`config.mk`:
```
export PLATFORM = sky130hd
export DESIGN_NAME = rps_referee
export DESIGN_NICKNAME = d
export VERILOG_FILES = /design/src/rtl/rps_referee.sv
export SDC_FILE = /design/constraint.sdc
export NUM_CORES = 1
export LEC_CHECK = 0
export ABC_CLOCK_PERIOD_IN_PS = 3900
export BUFFER_PORTS_ARGS = -buffer_cell sky130_fd_sc_hd__buf_2
export CAP_MARGIN = 15
export CORE_MARGIN = 2
export CORE_UTILIZATION = 57
export CTS_CLUSTER_DIAMETER = 60
export DETAILED_ROUTE_END_ITERATION = 7
export GPL_TIMING_DRIVEN = 0
export PLACE_DENSITY = 0.87
export SETUP_SLACK_MARGIN = 0.4
export SLEW_MARGIN = 10
export SYNTH_ARGS = -nofsm -noshare
export SYNTH_HDL_FRONTEND = slang
export SYNTH_SLANG_ARGS = --single-unit
```
`constraint.sdc`:
```
create_clock -name clock -period 3.9 [get_ports clock]
set_clock_uncertainty 0.2 [all_clocks]
set_input_delay 0.585 -clock clock [delete_from_list [all_inputs] [get_ports clock]]
set_output_delay 0.585 -clock clock [all_outputs]
set_load 0.01 [all_outputs]
```
`src/rtl/rps_referee.sv`:
```
// Rock-paper-scissors round referee: requests the AI move, takes the player move, scores, keeps totals.
// Optional predictor timeout with mod-3 fallback move when RPS_PRED_TIMEOUT_EN is defined.
module rps_referee #(
  parameter int ROUNDS  = 60,
  parameter int ROUND_W = 6,
  parameter int SCORE_W = 7,
  parameter int TIMEOUT = 1023
) (
  input  logic               clock,
  input  logic               reset,
  input  logic [1:0]         player_move,
  input  logic               move_valid,
  input  logic               new_game,
  output logic               pred_req,
  input  logic               pred_ack,
  input  logic [1:0]         pred_choice,
  output logic [1:0]         ai_move,
  output logic [3:0]         combination,
  output logic               comb_valid,
  output logic [7:0]         reward,
  output logic [1:0]         outcome,
  output logic [SCORE_W-1:0] player_score,
  output logic [SCORE_W-1:0] ai_score,
  output logic [SCORE_W-1:0] tie_count,
  output logic [ROUND_W-1:0] round_count,
  output logic               awaiting_move,
  output logic               game_over,
  output logic               illegal_move,
  output logic               pred_timeout
);

  typedef enum logic [2:0] {S_REQ, S_WAIT_PRED, S_WAIT_PLAYER, S_SCORE, S_DONE} state_t;

  localparam logic [SCORE_W-1:0] SCORE_MAX = '1;
  localparam logic [SCORE_W-1:0] SCORE_ONE = {{(SCORE_W-1){1'b0}}, 1'b1};
  localparam logic [ROUND_W-1:0] ROUND_ONE = {{(ROUND_W-1){1'b0}}, 1'b1};
  localparam logic [ROUND_W-1:0] ROUND_END = ROUND_W'(ROUNDS);

  if (TIMEOUT < 1 || ROUNDS < 1 || ROUNDS >= (1 << ROUND_W)) begin : g_bad_cfg
    $error("rps_referee: ROUNDS must fit ROUND_W and TIMEOUT must be positive");
  end

  function automatic logic [SCORE_W-1:0] sat_inc(input logic [SCORE_W-1:0] v);
    return (v == SCORE_MAX) ? v : v + SCORE_ONE;
  endfunction

  // Move that beats m: rock(0) < paper(1) < scissors(2) < rock.
  function automatic logic [1:0] beats(input logic [1:0] m);
    case (m)
      2'd0:    return 2'd1;
      2'd1:    return 2'd2;
      default: return 2'd0;
    endcase
  endfunction

  state_t             r_state;
  logic               r_phase;
  logic [1:0]         r_player;
  logic               r_ai_win;
  logic               r_pl_win;
  logic               r_pred_req;
  logic [1:0]         r_ai_move;
  logic [3:0]         r_comb;
  logic               r_comb_vld;
  logic [7:0]         r_reward;
  logic [1:0]         r_outcome;
  logic [SCORE_W-1:0] r_pl_score;
  logic [SCORE_W-1:0] r_ai_score;
  logic [SCORE_W-1:0] r_ties;
  logic [ROUND_W-1:0] r_round;
  logic               r_await;
  logic               r_over;
  logic               r_illegal;
  logic               r_tmo_pulse;
  logic               w_tmo;
  logic [1:0]         w_fallback;
  logic [ROUND_W-1:0] w_round_nx;

  assign w_round_nx = r_round + ROUND_ONE;

`ifdef RPS_PRED_TIMEOUT_EN
  localparam int              TMO_W    = $clog2(TIMEOUT + 1);
  localparam logic [TMO_W-1:0] TMO_LAST = TMO_W'(TIMEOUT - 1);
  localparam logic [TMO_W-1:0] TMO_ONE  = {{(TMO_W-1){1'b0}}, 1'b1};

  logic [TMO_W-1:0] r_tmo_cnt;
  logic [1:0]       r_mod3;

  always_ff @(posedge clock or negedge reset) begin
    if (!reset) begin
      r_tmo_cnt <= '0;
      r_mod3    <= 2'd0;
    end else begin
      r_mod3    <= beats(r_mod3);
      r_tmo_cnt <= (r_state == S_WAIT_PRED) ? r_tmo_cnt + TMO_ONE : '0;
    end
  end

  assign w_tmo      = (r_state == S_WAIT_PRED) && (r_tmo_cnt == TMO_LAST);
  assign w_fallback = r_mod3;
`else
  assign w_tmo      = 1'b0;
  assign w_fallback = 2'd0;
`endif

  always_ff @(posedge clock or negedge reset) begin
    if (!reset) begin
      r_state     <= S_REQ;
      r_phase     <= 1'b0;
      r_player    <= 2'd0;
      r_ai_win    <= 1'b0;
      r_pl_win    <= 1'b0;
      r_pred_req  <= 1'b0;
      r_ai_move   <= 2'd0;
      r_comb      <= 4'd0;
      r_comb_vld  <= 1'b0;
      r_reward    <= 8'd0;
      r_outcome   <= 2'd0;
      r_pl_score  <= '0;
      r_ai_score  <= '0;
      r_ties      <= '0;
      r_round     <= '0;
      r_await     <= 1'b0;
      r_over      <= 1'b0;
      r_illegal   <= 1'b0;
      r_tmo_pulse <= 1'b0;
    end else begin
      r_comb_vld  <= 1'b0;
      r_illegal   <= 1'b0;
      r_tmo_pulse <= 1'b0;
      if (new_game) begin
        r_state    <= S_REQ;
        r_phase    <= 1'b0;
        r_pred_req <= 1'b0;
        r_ai_move  <= 2'd0;
        r_comb     <= 4'd0;
        r_reward   <= 8'd0;
        r_outcome  <= 2'd0;
        r_pl_score <= '0;
        r_ai_score <= '0;
        r_ties     <= '0;
        r_round    <= '0;
        r_await    <= 1'b0;
        r_over     <= 1'b0;
      end else begin
        case (r_state)
          S_REQ: begin
            r_pred_req <= 1'b1;
            r_state    <= S_WAIT_PRED;
          end
          S_WAIT_PRED: begin
            if (pred_ack || w_tmo) begin
              r_ai_move   <= pred_ack ? ((pred_choice == 2'd3) ? 2'd0 : pred_choice) : w_fallback;
              r_tmo_pulse <= !pred_ack;
              r_pred_req  <= 1'b0;
              r_await     <= 1'b1;
              r_state     <= S_WAIT_PLAYER;
            end
          end
          S_WAIT_PLAYER: begin
            if (move_valid && player_move == 2'd3) begin
              r_illegal <= 1'b1;
            end else if (move_valid) begin
              r_player <= player_move;
              r_await  <= 1'b0;
              r_phase  <= 1'b0;
              r_state  <= S_SCORE;
            end
          end
          S_SCORE: begin
            // First cycle resolves the winner, second cycle commits the round.
            if (!r_phase) begin
              r_ai_win <= (r_ai_move == beats(r_player));
              r_pl_win <= (r_player == beats(r_ai_move));
              r_phase  <= 1'b1;
            end else begin
              r_phase    <= 1'b0;
              r_comb_vld <= 1'b1;
              r_comb     <= {r_ai_move, r_player};
              r_round    <= w_round_nx;
              if (r_ai_win) begin
                r_ai_score <= sat_inc(r_ai_score);
                r_outcome  <= 2'd2;
                r_reward   <= 8'h01;
              end else if (r_pl_win) begin
                r_pl_score <= sat_inc(r_pl_score);
                r_outcome  <= 2'd1;
                r_reward   <= 8'hFF;
              end else begin
                r_ties     <= sat_inc(r_ties);
                r_outcome  <= 2'd3;
                r_reward   <= 8'h00;
              end
              if (w_round_nx == ROUND_END) begin
                r_over  <= 1'b1;
                r_state <= S_DONE;
              end else begin
                r_state <= S_REQ;
              end
            end
          end
          default: r_state <= S_DONE;
        endcase
      end
    end
  end

  assign pred_req      = r_pred_req;
  assign ai_move       = r_ai_move;
  assign combination   = r_comb;
  assign comb_valid    = r_comb_vld;
  assign reward        = r_reward;
  assign outcome       = r_outcome;
  assign player_score  = r_pl_score;
  assign ai_score      = r_ai_score;
  assign tie_count     = r_ties;
  assign round_count   = r_round;
  assign awaiting_move = r_await;
  assign game_over     = r_over;
  assign illegal_move  = r_illegal;
  assign pred_timeout  = r_tmo_pulse;

endmodule

```
* Word-level counts from Yosys, hierarchy flattened *
Cells that the tools add are included.
W data, S select, Z words.

word-level totals
  input bits = 9
  logic and storage cells = 151
  flip-flop bits (word level) = 57

cells by class
  muxes and demuxes = 76
  equal/unequal tests = 22
  reduce and logical (&&, ||, !) cells = 27
  bitwise logic cells = 3
  $add $sub $neg = 4

operators by type and width
  kind                   number
  $mux W7                17
  $mux W8                5
  $mux W2                15
  $add A7 B1 Y7 const B  3
  $eq A7 B7 Y1 const B   3
  $mux W1                21
  $mux W3                6
  $mux W6                3
  $reduce_and A4 Y1      4
  $reduce_bool A2 Y1     7
  $mux W4                3
  $ne A3 B3 Y1 const B   4
  $pmux W3 S4            1
  $ne A2 B2 Y1 const B   5
  $reduce_and A5 Y1      2
  $reduce_and A3 Y1      3
  $reduce_bool A3 Y1     3
  $pmux W2 S2            2
  $add A6 B1 Y6 const B  1
  $eq A3 B2 Y1 const B   2
  $eq A6 B6 Y1 const B   1
  $pmux W1 S2            3
  $reduce_and A2 Y1      3
  $eq A2 B1 Y1 const B   2
  8 further kinds        13

* Depth between registers and ports, before layout *
  word-level depth = 7
  depth in mapped cells = 7
  gate-level depth less buffers = 5

* Worst setup path before layout *
Ideal clock, no wire load.

  path type = register -> register
  start point = register r_state[2]
  end point = register r_ties[3] (netlist: tie_count[3])
  path slack = 2.054 ns
  data arrival time = 1.568 ns
  library setup time = 0.078 ns
  stages on the path, launching flop included = 7
  period minus slack after synthesis = 1.846 ns
  buffers on the path = 2
  cell sequence = dfrtp_1 > buf_2 > and4b_1 > buf_4 > o211ai_2 > or4_1 > a21oi_1

between the ends
  longest elaborated chain between the ends = 3

RTL lines
  what                                 line  RTL
  start, declared                      56    state_t r_state;
  start signal, assigned               108   r_state <= S_REQ;
  start signal, assigned               132   r_state <= S_REQ;
  start signal, assigned               149   r_state <= S_WAIT_PRED;
  $eq A3 B2 Y1                         146   case (r_state)
  $reduce_bool A2 Y1 (no source line)  -
  $reduce_and A5 Y1 (no source line)   -
  end signal, assigned                 190   r_ties <= sat_inc(r_ties);
  end, declared                        69    logic [SCORE_W-1:0] r_ties;

Every way passes these cells.
A chain may end at the register's enable or synchronous reset.

* Worst setup path in the final report *
  start point = register r_state[2]
  end point = register r_ties[5] (netlist: tie_count[5])

The elaborated chain is that of the path after synthesis.

==> impl_metrics.sql <==
INSERT INTO impl_metrics (metric_group, metric, value, unit) VALUES
('layout', 'number_of_nets_in_the_layout', '332', ''),
('pwr', 'portion_of_total_power_attributed_to_sequential_cells', '56.5', '%'),
('logic_synthesis', 'synth.distinct_cells', '43', ''),
('grt', 'grt_pass1_vias', '1913', ''),
('grt', 'grt_antenna_before_repair', '0', ''),
('worst_setup_path', 'arrival', '2.03', 'ns'),
('logic_synthesis', 'yosys_warnings', '0', ''),
('drt', 'post-route-drc-count', '0', ''),
('logic_synthesis', 'synthArstFlopShare', '100', '%'),
('grt', 'track_usage', '23.3', '%'),
('logic_synthesis', 'post_synth_inst_count', '256', ''),
('clock_network', 'clk_pin_slew', '0.08', 'ns'),
('drt', 'postRouteWirelength', '5.38', 'mm'),
('logic_synthesis', 'synthesis.area', '2470', 'sq um'),
('floorplan', 'initial_cell_density_of_the_core', '60.3', '%'),
('floorplan', 'core', '4090', 'sq um'),
('worst_setup_path', 'critPathLaunchType', 'flip-flop', ''),
('worst_setup_path', 'timing.setup.critical_path_class', 'flip-flop to flip-flop', ''),
('pwr', 'total_power', '1.00', 'mW'),
('logic_synthesis', 'edff_count_synth', '0', ''),
('placed_design', 'hpwlAfterDp', '3.85', 'mm'),
('drt', 'count_of_vias_placed_by_the_detailed_router', '2104', ''),
('grt', 'global_route_wire_length_before_repair', '9.00', 'mm'),
('placed_design', 'numPortBuffers', '56', ''),
('pwr', 'static-leakage-power', '1.46', 'nW'),
('timing', 'grt_setup_unrepaired', 'no', ''),
('hold_path', 'hp-class', 'input port to asynchronous set/reset pin', ''),
('layout', 'antennaDiodeCount', '0', ''),
('worst_setup_path', 'crit_fanout', '10', ''),
('drt', 'initialDrtViolationCount', '158', ''),
('timing', 'setup-violations-final', '0', ''),
('logic_synthesis', 'syn_area_per_cell', '9.63', 'sq um'),
('logic_synthesis', 'postSynthRegisterBits', '50', ''),
('drt', 'drt_first_pass_iters', '4', ''),
('worst_setup_path', 'critPathRequiredTime', '3.93', 'ns'),
('clock_network', 'max-clock-path-buffers', '2', ''),
('pwr', 'net-switching-power', '0.268', 'mW'),
('drt', 'avgRoutedWirePerCell', '14.5', 'um'),
('pwr', 'ir_worst_vdd', '0.000245', 'V'),
('layout', 'layout.area.seq', '1250', 'sq um'),
('timing', 'max_slew_margin', '58.7', '%'),
('timing', 'holdWs', '0.0981', 'ns'),
('clock_network', 'postCtsResizedCells', '0', ''),
('grt', 'grt_start_max_net_pins', '51', ''),
('clock_network', 'cts_tree', 'built', ''),
('clock_network', 'cts_made_buffers', '5', ''),
('pwr', 'share_of_power_burned_in_the_clock_network', '30.9', '%'),
('timing', 'final_min_period_over_clock_period', '51.4', '%'),
('layout', 'layout.filler_cells', '333', ''),
('timing', 'fin_crit', '2.00', 'ns'),
('job', 'drv.max_cap_violation_count', '0', ''),
('pwr', 'internal_power', '0.736', 'mW'),
('clock_network', 'clock_insertion_delay_worst_skew', '0.30', 'ns'),
('floorplan', 'std_cell_rows', '23', ''),
('floorplan', 'dieWidth', '69.8', 'um'),
('worst_setup_path', 'r2r.worst_path.cells', '6', ''),
('floorplan', 'height_of_the_chip', '69.8', 'um'),
('outcome', 'outcome', 'finished, final reports clean', ''),
('layout', 'layout-drive-gt1-share', '25.3', '%'),
('logic_synthesis', 'synth-main-ff-cell', 'dfrtp_1', ''),
('floorplan', 'die_outline_area', '4870', 'sq um'),
('drt', 'postRouteAntennaNets', '0', ''),
('drt', 'vias_per_cell', '5.69', ''),
('timing', 'setup_tns', '0', 'ns'),
('clock_network', 'postCtsSetupBuffers', '0', ''),
('clock_network', 'cts_hold_buffers', '0', ''),
('pwr', 'power-per-cell-area', '346', 'nW/um^2'),
('logic_synthesis', 'synth-seq-area-share', '50.7', '%'),
('floorplan', 'io-pin-count', '58', ''),
('layout', 'layout.core_utilization', '71.0', '%'),
('clock_network', 'clk_root_buffer_cell', 'clkbuf_8', '');
-- critical path, stage by stage, from the launching register on --
cell      delay, ns
dfrtp_1        0.36
buf_2          0.16
and4b_1        0.25
buf_4          0.18
o211ai_2       0.14
or4_1          0.49
a21oi_1        0.15
-- power groups by stage --
stage	logic, mW	clock network (mW)	registers (mW)
6_report	0.127	0.310	0.567
5_1_grt	0.142	0.337	0.572
4_1_cts	0.127	0.318	0.566
3_5_place_dp	0.127	0	0.577
3_3_place_gp	0.124	0	0.576
2_1_floorplan	0.0885	0	0.573
-- Yosys cell counts, types with 2 or more instances --
| cell | number | area (sq um) |
|---|---|---|
| a2111oi_0 | 2 | 17.5 |
| a21oi_1 | 24 | 120 |
| and3_1 | 3 | 18.8 |
| buf_2 | 2 | 10.0 |
| buf_4 | 8 | 60.1 |
| clkbuf_1 | 7 | 26.3 |
| dfrtp_1 | 50 | 1250 |
| ha_1 | 4 | 50.1 |
| inv_1 | 5 | 18.8 |
| mux2_2 | 4 | 45.0 |
| mux2i_1 | 6 | 60.1 |
| nand2_1 | 24 | 90.1 |
| nand2b_1 | 5 | 31.3 |
| nand3_1 | 14 | 70.1 |
| nand3b_1 | 2 | 15.0 |
| nand4_1 | 2 | 12.5 |
| nand4b_1 | 2 | 17.5 |
| nor2_1 | 29 | 109 |
| nor2b_1 | 3 | 18.8 |
| nor3_1 | 6 | 30.0 |
| nor3b_1 | 2 | 15.0 |
| nor4_1 | 2 | 12.5 |
| o211ai_2 | 3 | 37.5 |
| o21ai_0 | 12 | 60.1 |
| o31ai_1 | 3 | 22.5 |
| or3_1 | 5 | 31.3 |
| or4_1 | 4 | 30.0 |
| xnor2_1 | 3 | 26.3 |
| xor2_1 | 6 | 52.6 |
-- registers in the layout, summed over array words and instances, names as in the netlist, 3 cells and up --
name          count
ai_score          7
player_score      7
tie_count         7
round_count       6
combination       4
r_state           3
-- final timing paths --
check / start / end / slack [ns]
max reg2reg: r_state[2] / tie_count[5] / 1.90
max in group asynchronous: reset / round_count[3] / 2.99
max: r_state[2] / tie_count[5] / 1.90
min reg2reg: game_over / game_over / 0.33
min: reset / r_phase / 0.1
min in group clock: game_over / game_over / 0.33
-- per-layer routing --
metal	GRT usage (%)	wire length, um	vias up	part of all wire, %
met5	0	0	-	0
met4	9.83	102	0	1.9
met3	4.65	314	7	5.8
met2	37.2	2560	62	48
met1	30.9	2400	1007	45
li1	-	-	1028	-
-- kinds of logic after synthesis --
kind of cell	after synthesis	share of synthesized area (%)
AO/OA/AOI/OAI	54	13.8
XOR/XNOR	9	3.20
adder cells (fa/ha/maj)	4	2.03
buffers and inverters	23	4.82
flip-flops	50	50.7
multiplexers	10	4.26
other	1	0.152
AND/OR/NAND/NOR	105	21.0
-- area by class of cell --
type / instances / share of cell area [%]
Buffer: 18 / 3.45
Clock buffer: 7 / 2.97
Clock inverter: 1 / 0.172
Inverter: 5 / 0.647
Multi-Input combinational cell: 183 / 37.8
Sequential cell: 50 / 43.1
Tap cell: 50 / 2.16
Timing Repair Buffer: 56 / 9.74
-- per-stage QoR --
| stage | std cells | cell area, sq um | worst slack (ns) |
|---|---|---|---|
| after floorplan | 256 | 2470 | 2.05 |
| after global placement | 362 | 2810 | 1.91 |
| after detailed placement | 362 | 2810 | 1.88 |
| after CTS | 370 | 2900 | 1.89 |
| after global routing | 370 | 2900 | 1.80 |
| final | 370 | 2900 | 1.90 |
Note: power is estimated with default switching activity, not from simulation.
